File: src/rtl/serpent_req_arbiter.sv
// Round-robin front end that shares one serpent_top core between N_REQ requesters,
// holding job inputs stable, watching for a stuck core and returning tagged results.
module serpent_req_arbiter #(
  parameter int N_REQ   = 2,
  parameter int ID_W    = 1,
  parameter int TIMEOUT = 1024
) (
  input  logic                 i_clk,
  input  logic                 i_rstn,
  input  logic [N_REQ-1:0]     i_req_valid,
  output logic [N_REQ-1:0]     o_req_ready,
  input  logic [256*N_REQ-1:0] i_req_key,
  input  logic [128*N_REQ-1:0] i_req_data,
  input  logic [N_REQ-1:0]     i_req_en_de,
  output logic                 o_rsp_valid,
  input  logic                 i_rsp_ready,
  output logic [ID_W-1:0]      o_rsp_id,
  output logic [127:0]         o_rsp_data,
  output logic                 o_rsp_err,
  output logic                 o_core_key_valid,
  output logic                 o_core_en_de,
  output logic [255:0]         o_core_key,
  output logic [127:0]         o_core_data,
  input  logic [127:0]         i_core_data,
  input  logic                 i_core_data_valid,
  output logic                 o_busy,
  output logic [2:0]           o_dbg_state
);

  // Handshakes: a request transfers on a cycle where i_req_valid[r] and o_req_ready[r]
  // are both high; a response transfers on a cycle where o_rsp_valid and i_rsp_ready are both high.

  localparam logic [2:0] IDLE  = 3'd0;
  localparam logic [2:0] ISSUE = 3'd1;
  localparam logic [2:0] BUSY  = 3'd2;
  localparam logic [2:0] DRAIN = 3'd3;
  localparam logic [2:0] RESP  = 3'd4;

  localparam int WD_W = (TIMEOUT > 1) ? $clog2(TIMEOUT) : 1;
  localparam logic [WD_W-1:0] WD_LAST = WD_W'(TIMEOUT - 1);

  logic [2:0]      state;
  logic [ID_W-1:0] rr_ptr;
  logic [WD_W-1:0] wdog;

  logic [ID_W-1:0] winner;
  logic            found;
  logic [255:0]    sel_key;
  logic [127:0]    sel_data;
  logic            sel_en_de;

  // Cyclic search from rr_ptr: first the upper part, then wrap to the lower part.
  always_comb begin
    winner = '0;
    found  = 1'b0;
    for (int r = 0; r < N_REQ; r++) begin
      if (!found && i_req_valid[r] && (r >= int'(rr_ptr))) begin
        found  = 1'b1;
        winner = ID_W'(r);
      end
    end
    for (int r = 0; r < N_REQ; r++) begin
      if (!found && i_req_valid[r] && (r < int'(rr_ptr))) begin
        found  = 1'b1;
        winner = ID_W'(r);
      end
    end
  end

  always_comb begin
    sel_key   = '0;
    sel_data  = '0;
    sel_en_de = 1'b0;
    for (int r = 0; r < N_REQ; r++) begin
      if (winner == ID_W'(r)) begin
        sel_key   = i_req_key[r*256 +: 256];
        sel_data  = i_req_data[r*128 +: 128];
        sel_en_de = i_req_en_de[r];
      end
    end
  end

  always_comb begin
    o_req_ready = '0;
    for (int r = 0; r < N_REQ; r++) begin
      o_req_ready[r] = (state == IDLE) && found && (winner == ID_W'(r));
    end
  end

  always_ff @(posedge i_clk or negedge i_rstn) begin
    if (!i_rstn) begin
      state        <= IDLE;
      rr_ptr       <= '0;
      wdog         <= '0;
      o_core_key   <= '0;
      o_core_data  <= '0;
      o_core_en_de <= 1'b0;
      o_rsp_id     <= '0;
      o_rsp_data   <= '0;
      o_rsp_err    <= 1'b0;
    end else begin
      case (state)
        IDLE: begin
          if (found) begin
            o_core_key   <= sel_key;
            o_core_data  <= sel_data;
            o_core_en_de <= sel_en_de;
            o_rsp_id     <= winner;
            rr_ptr       <= (int'(winner) == N_REQ - 1) ? '0 : winner + 1'b1;
            state        <= ISSUE;
          end
        end
        ISSUE: begin
          wdog  <= '0;
          state <= BUSY;
        end
        BUSY: begin
          // A result arriving on the watchdog's final cycle still counts as success.
          if (i_core_data_valid) begin
            o_rsp_data <= i_core_data;
            o_rsp_err  <= 1'b0;
            state      <= DRAIN;
          end else if (wdog == WD_LAST) begin
            o_rsp_data <= '0;
            o_rsp_err  <= 1'b1;
            state      <= DRAIN;
          end else begin
            wdog <= wdog + 1'b1;
          end
        end
        DRAIN: state <= RESP;
        RESP: begin
          if (i_rsp_ready) state <= IDLE;
        end
        default: state <= IDLE;
      endcase
    end
  end

  assign o_core_key_valid = (state == ISSUE);
  assign o_rsp_valid      = (state == RESP);
  assign o_busy           = (state != IDLE);
  assign o_dbg_state      = state;

endmodule
File: config.mk
export PLATFORM = sky130hd
export DESIGN_NAME = serpent_req_arbiter
export DESIGN_NICKNAME = d
export VERILOG_FILES = /design/src/rtl/serpent_req_arbiter.sv
export SDC_FILE = /design/constraint.sdc
export NUM_CORES = 1
export LEC_CHECK = 0
export CAP_MARGIN = 20
export CELL_PAD_IN_SITES_DETAIL_PLACEMENT = 0
export CELL_PAD_IN_SITES_GLOBAL_PLACEMENT = 2
export CORE_AREA = 5 5 557 559
export DETAILED_ROUTE_END_ITERATION = 7
export DIE_AREA = 0 0 562 564
export GPL_ROUTABILITY_DRIVEN = 1
export PLACE_DENSITY = 0.4
export SLEW_MARGIN = 20
export SYNTH_ARGS = -nofsm -noshare
export SYNTH_HDL_FRONTEND = slang
export SYNTH_SLANG_ARGS = --single-unit
export TNS_END_PERCENT = 1
File: constraint.sdc
create_clock -name i_clk -period 2 [get_ports i_clk]
set_clock_uncertainty 0.2 [all_clocks]
set_input_delay 0.6 -clock i_clk [delete_from_list [all_inputs] [get_ports i_clk]]
set_output_delay 0.6 -clock i_clk [all_outputs]
set_load 0.02 [all_outputs]
# Word level (Yosys, flattened, before mapping)
# Index checks and enable logic that the tools add are counted.
# W data, S select, Z words.
op_classes:
  addsub: 2
  magnitude_cmp: 2
  n_eq_ne: 10
  n_mux: 21
  bitwise: 1
  reduce_logical: 17
op_table:
  columns: ["operator", "count"]
  rows:
  - ["$mux W128", 3]
  - ["$mux W256", 1]
  - ["$mux W10", 2]
  - ["$pmux W10 S2", 1]
  - ["$pmux W3 S5", 1]
  - ["$mux W3", 4]
  - ["$add A10 B1 Y10 const B", 1]
  - ["$eq A10 B10 Y1 const B", 1]
  - ["$mux W1", 9]
  - ["$logic_and A1 B1 Y1", 7]
  - ["$eq A3 B2 Y1 const B", 2]
  - ["$ne A2 B2 Y1 const B", 3]
  - ["$reduce_and A3 Y1", 2]
  - ["$reduce_and A2 Y1", 2]
  - ["$reduce_bool A2 Y1", 2]
  - ["$eq A3 B1 Y1 const B", 1]
  - ["$eq A3 B3 Y1 const B", 1]
  - ["$logic_not A3 Y1", 1]
  - ["$ne A3 B3 Y1 const B", 1]
  - ["$reduce_bool A3 Y1", 1]
  - ["$logic_not A1 Y1", 2]
  - ["$ne A2 B1 Y1 const B", 1]
  - ["$add A1 B1 Y1 const B", 1]
  - ["$ge A1 B1 Y1 const A", 1]
  - ["2 further kinds", 2]
totals:
  reg_bits: 529
  in_bits: 904
  out_inout_bits: 523
  wordCells: 62

# Longest topological paths before layout
# Gate-level depths: netlist of run 1.
depth:
  ltp_word: 12
  mapped_depth: 7
  ltp_nobuf: 5

# Worst setup path before layout of run 1
# Ideal clock, no wire load.
synth_path:
  path_kind: "reg2out"
  startpoint: "register state[0] (netlist: o_dbg_state[0])"
  endpoint: "output port o_req_ready[0]"
  t_arrival_ps: 1306
  required_ps: 1200
  path_slack_ps: -106
  path_stages_with_launch: 5
  path_buffers: 2
  path_cell_list: "dfrtp_1 nor3_2 and3_1 buf_4 buf_2"
synth_between:
  elab_chain_len: 3
synth_lines:
  columns: ["item", "line", "text"]
  rows:
  - ["start, declared", "42", "logic [2:0] state;"]
  - ["start signal, assigned", "92", "state <= IDLE;"]
  - ["start signal, assigned", "110", "state <= ISSUE;"]
  - ["start signal, assigned", "115", "state <= BUSY;"]
  - ["$logic_not A3 Y1", "86", "o_req_ready[r] = (state == IDLE) && found && (winner == ID_W'(r));"]
  - ["$logic_and A1 B1 Y1 (2 in a row)", "86", null]
  - ["end, declared", "11", "output logic [N_REQ-1:0] o_req_ready,"]
# Every way passes these cells.

# Worst setup path after layout of run 1
# Same ends and word-level chain as after synthesis.

==> Flow_metrics.wiki, run 1 <==
{| class="wikitable"
! Metric !! Value
|-
| Period minus WS final || 2.71 ns
|-
| Fraction of synthesized area in multiplexers || 0.0533%
|-
| Total die area || 317000 um^2
|-
| Post-route ant nets || 0
|-
| Critical-path top delay cell || sky130_fd_sc_hd__dfrtp_2
|-
| Setup TNS || -159.51 ns
|-
| Critical path data required time || 1.20 ns
|-
| Sw power || 36.1 mW
|-
| Proportion of register bits with asynchronous set or reset after synthesis || 100%
|-
| Max cap viols || 0
|-
| Routability congestion estimate || 0.836
|-
| Worst-case vdd ir drop || 0.000718 V
|-
| Worst path arrival time || 1.91 ns
|-
| Main flop type after synthesis || sky130_fd_sc_hd__dfrtp_1
|-
| Endpoints failing setup || 970
|-
| Vias || 22500
|-
| Total nets after synthesis || 2560
|-
| Post-synthesis share of cell area spent on full adders, half adders and majority gates || 0.0593%
|-
| Worst Tran Pin Value || 0.463 ns
|-
| Initial standard-cell utilization of the core || 6.93%
|-
| Simple-gate share of the synthesized area || 1.39%
|-
| Number of instances in the synthesized netlist || 1655
|-
| Setup repair after global routing missed its margin || true
|-
| Height of the die || 564 um
|-
| Number of synthesized register bits || 529
|-
| Fraction of final layout cells sized beyond drive strength 1 || 30.6%
|-
| TritonCTS clock tree || built
|-
| Proportion of netlist area held by the largest area contributor || 62.7%
|-
| Slew Limit Headroom || 69.2%
|-
| Sink Count || 529
|-
| Internal power contribution || 47.1 mW
|-
| Number of enable-type register cells in the synthesized netlist || 0
|-
| Switching fraction of total power || 43.4%
|-
| Number of different library cells in the post-synthesis netlist || 42
|-
| Avg Synthesized Cell Area || 12.8 um^2
|-
| Layout net count || 4080
|-
| Number of DRC violations after detailed routing || 22
|-
| Critical Path Source Type || flip-flop
|-
| First-pass iteration count of the detailed router || 8
|-
| Setup CP Type || flip-flop to output port
|-
| Number of clock buffers inserted by TritonCTS || 85
|-
| Total power per unit cell area || 1760 nW/um^2
|-
| Clock latency reported for the late side of the worst-skew pair || 0.81 ns
|-
| Initial antenna violation count || 78
|-
| Fin cells || 7240
|-
| GRT busiest layer || met2
|-
| CP Cell Sequence || nor3_4, buf_6, and3_4, buf_12
|-
| Critical Path Sink Type || output port
|-
| Total wire length after detailed routing || 219000 um
|-
| Sequential cell area fraction in the yosys report || 62.7%
|-
| Clock tree root buffer cell || sky130_fd_sc_hd__clkbuf_16
|-
| Parity-gate share of the synthesized area counting xor and xnor cells || 0.0415%
|-
| Maximum number of pins on one net before global-route repair || 59
|-
| Synth-to-Final Area Change || 124%
|-
| 1st-iter DRT viols || 2659
|-
| Core footprint || 305000 um^2
|-
| Leak Pwr || 20.9 nW
|-
| Commonest cells in the netlist || sky130_fd_sc_hd__dfrtp_1 (529), sky130_fd_sc_hd__inv_1 (388), sky130_fd_sc_hd__a222oi_1 (385)
|-
| Detailed Place HPWL || 187000 um
|-
| Peak per-stage delay on the critical path || 0.43 ns
|-
| Total congestion overflow || 0
|-
| Run status || finished, violations left
|-
| Maximum level of the CTS H-tree || 3
|-
| Met2 Use GR || 21.4%
|-
| Number of pins with negative max-slew slack in the final report || 0
|-
| Type of the worst min-delay path || primary input to flip-flop
|-
| Violated checks || design-rule violations, negative setup slack
|-
| Global-route met3 utilization || 8.31%
|-
| Share of the cycle needed by the critical path after routing || 135%
|-
| # placed instances || 7069
|-
| Yosys top cell by area || sky130_fd_sc_hd__dfrtp_1
|-
| Clock transition at the register clock pins on the worst setup and hold paths after CTS || 0.06 ns
|-
| Maximum net fanout on the critical path || 3
|-
| Combinational family with the most area after synthesis || compound AO/OA/AOI/OAI gates
|-
| Largest buffer count on any clock path || 4
|-
| Compound-Gate Fraction of Synth Area || 24.3%
|-
| Largest cells by area after synthesis || sky130_fd_sc_hd__dfrtp_1 (63%), sky130_fd_sc_hd__a222oi_1 (18%), sky130_fd_sc_hd__inv_1 (6.9%), sky130_fd_sc_hd__a22o_1 (5.4%), sky130_fd_sc_hd__buf_2 (2.1%)
|-
| Number of I/O port buffers || 1426
|-
| Top-level I/O count || 1427
|-
| Power share of the combinational group || 54.1%
|-
| Clock share of power || 18.5%
|-
| GRT Overall Usage || 13.1%
|-
| Post-synthesis instance area || 21100 um^2
|-
| Yosys warning count || 0
|-
| Proportion of power drawn by flip-flops and latches || 27.4%
|-
| Final worst-path setup slack || -0.710 ns
|-
| Final-report hold violation count || 0
|-
| Overall die width || 562 um
|-
| WL/cell || 30.3 um
|-
| Number of global-route vias before repair || 23600
|-
| Vias per Instance || 3.10
|-
| Placement row count || 203
|-
| Global-route met1 utilization || 14.8%
|-
| Most frequently used cell type in the post-synthesis netlist || sky130_fd_sc_hd__dfrtp_1
|-
| Maximum clock frequency || 369 MHz
|-
| First-pass GRT wire length || 274000 um
|}
-- worst paths after layout --
kind	start	slack (ns)	to	cells past startpoint
min	i_core_data[127]	0.20	o_rsp_data[127]$_DFFE_PN0P_	2
max	o_dbg_state[0]$_DFFE_PN0P_	-0.71	o_req_ready[0]	4
max in group asynchronous	i_rstn	0.56	o_rsp_data[101]$_DFFE_PN0P_	4
min reg2reg	o_core_key[135]$_DFFE_PN0N_	0.29	o_core_key[135]$_DFFE_PN0N_	2
max reg2reg	o_dbg_state[2]$_DFFE_PN0P_	-0.39	o_core_key[40]$_DFFE_PN0N_	8
min in group asynchronous	i_rstn	0.39	o_core_key[253]$_DFFE_PN0N_	3
-- layout make-up --
| class | count | area [um^2] |
|---|---|---|
| antenna | 11 | 27.5 |
| clock buffer | 118 | 2400 |
| clock inverter | 26 | 398 |
| fill | 33800 | 257000 |
| inverter | 388 | 1460 |
| multi-input combinational | 582 | 5540 |
| sequential | 529 | 13400 |
| tap | 3997 | 5000 |
| timing repair buffer | 1589 | 19000 |
-- through the flow --
| step | worst slack (ns) | cell area, um^2 | power (mW) | hold WS (ns) | utilization [%] |
|---|---|---|---|---|---|
| floorplan | 0.00236 | 21100 | 34.8 | 0.104 | - |
| global placement | -0.794 | 44100 | 69.2 | 0.272 | 14.5 |
| detailed placement | -0.822 | 44100 | 69.2 | 0.275 | 14.5 |
| CTS | -0.835 | 46800 | 85.2 | 0.0817 | 15.4 |
| global route | -0.851 | 47200 | 88.4 | 0.125 | 15.5 |
| finish | -0.710 | 47200 | 83.2 | 0.199 | 15.5 |
-- layer usage --
metal  wire [um]  share of wire (%)
met1       82200                 37
met2      101000                 46
met3       32000                 15
met4        3260                1.5
met5         494               0.23
-- power by group through the flow --
stage	clock (mW)	combinational, mW	sequential, mW
4_1_cts	16.2	46.3	22.7
2_1_floorplan	0	10.3	24.5
6_report	15.4	45.0	22.8
5_1_grt	16.5	48.4	23.5
3_5_place_dp	0	46.7	22.5
3_3_place_gp	0	46.6	22.6
-- registers in the layout, indices dropped and copies added (netlist names) --
name / cells
o_rsp_err: 1
wdog: 10
o_core_en_de: 1
o_rsp_id: 1
o_core_key: 256
rr_ptr: 1
o_core_data: 128
o_dbg_state: 3
o_rsp_data: 128
-- logic make-up after synthesis --
group,Yosys count
AOI/OAI and AO/OA,533
xor gates and xnor gates,1
adders and majority gates,1
buffers and inverters,544
DFF,529
muxes,1
and+or+nand+nor,46
-- critical path: cells and delay by family, from the launching register on --
kind / cells / cell delay [ns]
buf+inv: 2 / 0.27
simple gates: 2 / 0.39
flops: 1 / 0.43
-- timing repair --
action                     CTS  global route
resized for setup          977           291
gates cloned                 0             0
pin swaps                    0            85
buffers inserted             7             8
hold buffers                 1             0
setup endpoints to repair  928          1023
hold endpoints to repair   287             0
-- placed cells by master (no fill, tap or decap), types with 7 or more instances in the layout --
cell type	instances
sky130_fd_sc_hd__clkdlybuf4s50_1	902
sky130_fd_sc_hd__clkbuf_8	15
sky130_fd_sc_hd__clkbuf_1	18
sky130_fd_sc_hd__dfrtp_2	159
sky130_fd_sc_hd__a22o_1	130
sky130_fd_sc_hd__buf_4	90
sky130_fd_sc_hd__bufinv_16	7
sky130_fd_sc_hd__clkinv_2	8
sky130_fd_sc_hd__a222oi_1	385
sky130_fd_sc_hd__inv_1	387
sky130_fd_sc_hd__buf_2	78
sky130_fd_sc_hd__buf_12	345
sky130_fd_sc_hd__clkbuf_16	85
sky130_fd_sc_hd__dfrtp_1	370
sky130_fd_sc_hd__and3_1	7
sky130_fd_sc_hd__clkdlybuf4s15_2	29
sky130_fd_sc_hd__buf_6	137
sky130_fd_sc_hd__diode_2	11
Power figures use the tool's default switching activity.
==> run 2: changes to the inputs <==
--- a/config.mk
+++ b/config.mk
@@ -12,8 +12,8 @@
 export DETAILED_ROUTE_END_ITERATION = 7
 export DIE_AREA = 0 0 562 564
 export GPL_ROUTABILITY_DRIVEN = 1
+export GPL_TIMING_DRIVEN = 0
 export PLACE_DENSITY = 0.4
-export SLEW_MARGIN = 20
 export SYNTH_ARGS = -nofsm -noshare
 export SYNTH_HDL_FRONTEND = slang
 export SYNTH_SLANG_ARGS = --single-unit
==> run 2 against run 1 <==
  * The flow finishes with violations (design-rule violations, negative hold slack, negative setup slack)
  * Die area did not move
  * Sequential cell count did not move
  * Combinational power fell by 11%
  * Wire length rose by 5.6%
  * Count of clock-buffer cells in the layout rose by 8
  * Sequential power fell by 6%
  * First-iteration DRC count rose by 10%
  * Design area fell by 6.6%
  * Core utilization fell by 1.0 points
  * Hold slack got worse by 0.56 ns
  * Cell count rose by 0.39%
  * Non-clock buffer count rose by 21
==> Flow_metrics.wiki, run 2 (synthesis results as in run 1) <==
{| class="wikitable"
! Metric !! Value
|-
| Total die area || 317000 um^2 (unchanged)
|-
| Number of flip-flops under the largest register name || 256 (unchanged)
|-
| Endpoints failing setup || 1133 (was 970)
|-
| Run status || finished, violations left (unchanged)
|-
| Largest buffer count on any clock path || 4 (unchanged)
|-
| Critical register-to-register path startpoint || o_dbg_state[0]$_DFFE_PN0P_ (was o_dbg_state[2]$_DFFE_PN0P_)
|-
| Final-report hold violation count || 74 (was 0)
|-
| Post-route ant nets || 0 (unchanged)
|-
| Destination of the worst register-to-register timing path || o_core_key[169]$_DFFE_PN0N_ (was o_core_key[40]$_DFFE_PN0N_)
|-
| Setup CP Type || flip-flop to output port (unchanged)
|-
| Worst Tran Pin Value || 0.792 ns (was 0.463 ns)
|-
| Number of DRC violations after detailed routing || 22 (unchanged)
|-
| Switching fraction of total power || 46.2% (was 43.4%)
|-
| Leading cell type in the layout, fill and taps excluded || sky130_fd_sc_hd__clkdlybuf4s50_1 (unchanged)
|-
| Period minus WS final || 2.78 ns (was 2.71 ns)
|-
| Final worst-path setup slack || -0.782 ns (was -0.710 ns)
|-
| Max cap viols || 0 (unchanged)
|-
| Proportion of power drawn by flip-flops and latches || 28.0% (was 27.4%)
|-
| Placement row count || 203 (unchanged)
|-
| Most frequent cells in the layout || sky130_fd_sc_hd__clkdlybuf4s50_1 (1154), sky130_fd_sc_hd__dfrtp_1 (442), sky130_fd_sc_hd__inv_1 (387), sky130_fd_sc_hd__a222oi_1 (385), sky130_fd_sc_hd__buf_6 (252) (was sky130_fd_sc_hd__clkdlybuf4s50_1 (902), sky130_fd_sc_hd__inv_1 (387), sky130_fd_sc_hd__a222oi_1 (385), sky130_fd_sc_hd__dfrtp_1 (370), sky130_fd_sc_hd__buf_12 (345))
|-
| Top-level I/O count || 1427 (unchanged)
|-
| First-pass iteration count of the detailed router || 8 (unchanged)
|-
| Maximum number of pins on one net before global-route repair || 102 (was 59)
|-
| Overall die width || 562 um (unchanged)
|-
| Setup slack, reg-to-reg || -0.62 ns (was -0.39 ns)
|-
| Slew Limit Headroom || 47.4% (was 69.2%)
|-
| Clock transition at the register clock pins on the worst setup and hold paths after CTS || 0.06 ns (about the same)
|-
| Number of clock buffers inserted by TritonCTS || 86 (was 85)
|-
| Post-layout power || 76.5 mW (was 83.2 mW)
|-
| Critical path data required time || 1.20 ns (about the same)
|-
| Critical Path Sink Type || output port (unchanged)
|-
| Clock tree root buffer cell || sky130_fd_sc_hd__clkbuf_16 (unchanged)
|-
| Total power per unit cell area || 1740 nW/um^2 (was 1760 nW/um^2)
|-
| Fraction of final layout cells sized beyond drive strength 1 || 19.5% (was 30.6%)
|-
| Worst hold slack || -0.364 ns (was 0.199 ns)
|-
| Total wire length after detailed routing || 232000 um (was 219000 um)
|-
| Total congestion overflow || 0 (unchanged)
|-
| Leak Pwr || 19.5 nW (was 20.9 nW)
|-
| Vias per Instance || 3.17 (was 3.10)
|-
| Initial antenna violation count || 67 (was 78)
|-
| Worst-case vdd ir drop || 0.000818 V (was 0.000718 V)
|-
| Number of pins with negative max-slew slack in the final report || 0 (unchanged)
|-
| First-pass GRT wire length || 286000 um (was 274000 um)
|-
| TritonCTS clock tree || built (unchanged)
|-
| Number of global-route vias before repair || 24200 (was 23600)
|-
| Maximum net fanout on the critical path || 4 (was 3)
|-
| Number of I/O port buffers || 1426 (unchanged)
|-
| Type of the worst min-delay path || primary input to asynchronous set/reset pin (was primary input to flip-flop)
|-
| Clock share of power || 19.7% (was 18.5%)
|-
| Detailed Place HPWL || 198000 um (was 187000 um)
|-
| WL/cell || 31.9 um (was 30.3 um)
|-
| Violated checks || design-rule violations, negative hold slack, negative setup slack (was design-rule violations, negative setup slack)
|-
| Synth-to-Final Area Change || 109% (was 124%)
|-
| Fillers || 34200 (was 33800)
|-
| Sink Count || 529 (unchanged)
|-
| Initial standard-cell utilization of the core || 6.93% (unchanged)
|-
| Maximum clock frequency || 359 MHz (was 369 MHz)
|-
| Internal power contribution || 41.2 mW (was 47.1 mW)
|-
| Vias || 23000 (was 22500)
|-
| GRT Overall Usage || 13.9% (was 13.1%)
|-
| Worst path arrival time || 1.98 ns (was 1.91 ns)
|-
| Maximum level of the CTS H-tree || 3 (unchanged)
|-
| Sw power || 35.4 mW (was 36.1 mW)
|-
| Critical Path Source Type || flip-flop (unchanged)
|-
| 1st-iter DRT viols || 2924 (was 2659)
|-
| Routability congestion estimate || 0.920 (was 0.836)
|-
| Largest registers || o_core_key (256), o_core_data (128), o_rsp_data (128) (unchanged)
|-
| Height of the die || 564 um (unchanged)
|-
| Power share of the combinational group || 52.3% (was 54.1%)
|-
| Clock latency reported for the late side of the worst-skew pair || 0.81 ns (about the same)
|-
| Share of the cycle needed by the critical path after routing || 139% (was 135%)
|-
| Number of cells on the worst reg-to-reg path || 9 (was 8)
|-
| Most flop-heavy register || o_core_key (unchanged)
|-
| Core footprint || 305000 um^2 (unchanged)
|-
| Setup repair after global routing missed its margin || true (unchanged)
|-
| Layout net count || 4102 (was 4080)
|-
| Post-placement worst setup slack || -2.06 ns (was -0.822 ns)
|}
## run 2: worst max-delay path by stage
stage	from	cells after the start	end
2_1_floorplan	o_dbg_state[1]$_DFFE_PN0P_	4	o_req_ready[1]
3_3_place_gp	i_rstn	1	o_dbg_state[1]$_DFFE_PN0P_
3_5_place_dp	i_req_valid[0]	6	o_req_ready[1]
4_1_cts	o_dbg_state[0]$_DFFE_PN0P_	5	o_req_ready[0]
5_1_grt	o_dbg_state[1]$_DFFE_PN0P_	4	o_req_ready[0]
6_report	o_dbg_state[0]$_DFFE_PN0P_	4	o_req_ready[1]
## run 2: critical path, cell delays in order, from the launching register on
cell and delay (ns):
sky130_fd_sc_hd__dfrtp_2 0.44, sky130_fd_sc_hd__nor3_4 0.26, sky130_fd_sc_hd__and3_4 0.25, sky130_fd_sc_hd__buf_12 0.11, sky130_fd_sc_hd__buf_12 0.12
## run 2: per-layer routing
| metal | GRT usage, % | vias up | share of wire [%] | wire length, um |
|---|---|---|---|---|
| met1 | 15.8 | 11700 | 39 | 89500 |
| li1 | - | 9592 | - | - |
| met2 | 23.2 | 1432 | 47 | 108000 |
| met5 | 0 | - | 0.12 | 276 |
| met3 | 7.62 | 230 | 13 | 29700 |
| met4 | 2.05 | 44 | 1.6 | 3800 |
## run 2: per-stage QoR
stage / TNS (ns) / hold WS (ns) / utilization (%) / instances / cell area, um^2
after global placement: - / 0.276 / 13.3 / 7078 / 40400
after global routing: -568.89 / -0.401 / 14.5 / 7254 / 44100
after detailed placement: -832.44 / 0.278 / 13.4 / 7090 / 40700
after floorplan: 0 / 0.104 / - / 1655 / 21100
final: -406.65 / -0.364 / 14.5 / 7268 / 44100
after CTS: -669.93 / -0.451 / 14.3 / 7247 / 43700
## run 2: timing repair
action	in CTS	in global routing
endpoints found under the setup margin	1138	1149
hold endpoints to repair	74	74
setup buffers	10	9
pin swaps	3	12
resized for setup	808	945
gates cloned	0	0
## run 2: power groups by stage
stage	Combinational (mW)	Sequential (mW)	Clock, mW
floorplan	10.3	24.5	0
global placement	40.4	21.2	0
detailed placement	40.6	21.0	0
CTS	41.0	21.2	15.9
global route	43.2	22.0	16.2
finish	40.1	21.4	15.1
## run 2: area by class of cell
| cell class | count | area [um^2] | share of cell area [%] |
|---|---|---|---|
| tap | 3997 | 5000 | 11.3 |
| buffer | 154 | 1140 | 2.58 |
| sequential | 529 | 13300 | 30.3 |
| clock buffer | 126 | 2450 | 5.56 |
| inverter | 388 | 1460 | 3.31 |
| multi-input combinational | 582 | 5510 | 12.5 |
| clock inverter | 21 | 258 | 0.584 |
| antenna | 15 | 37.5 | 0.0851 |
| timing repair buffer | 1456 | 14900 | 33.8 |
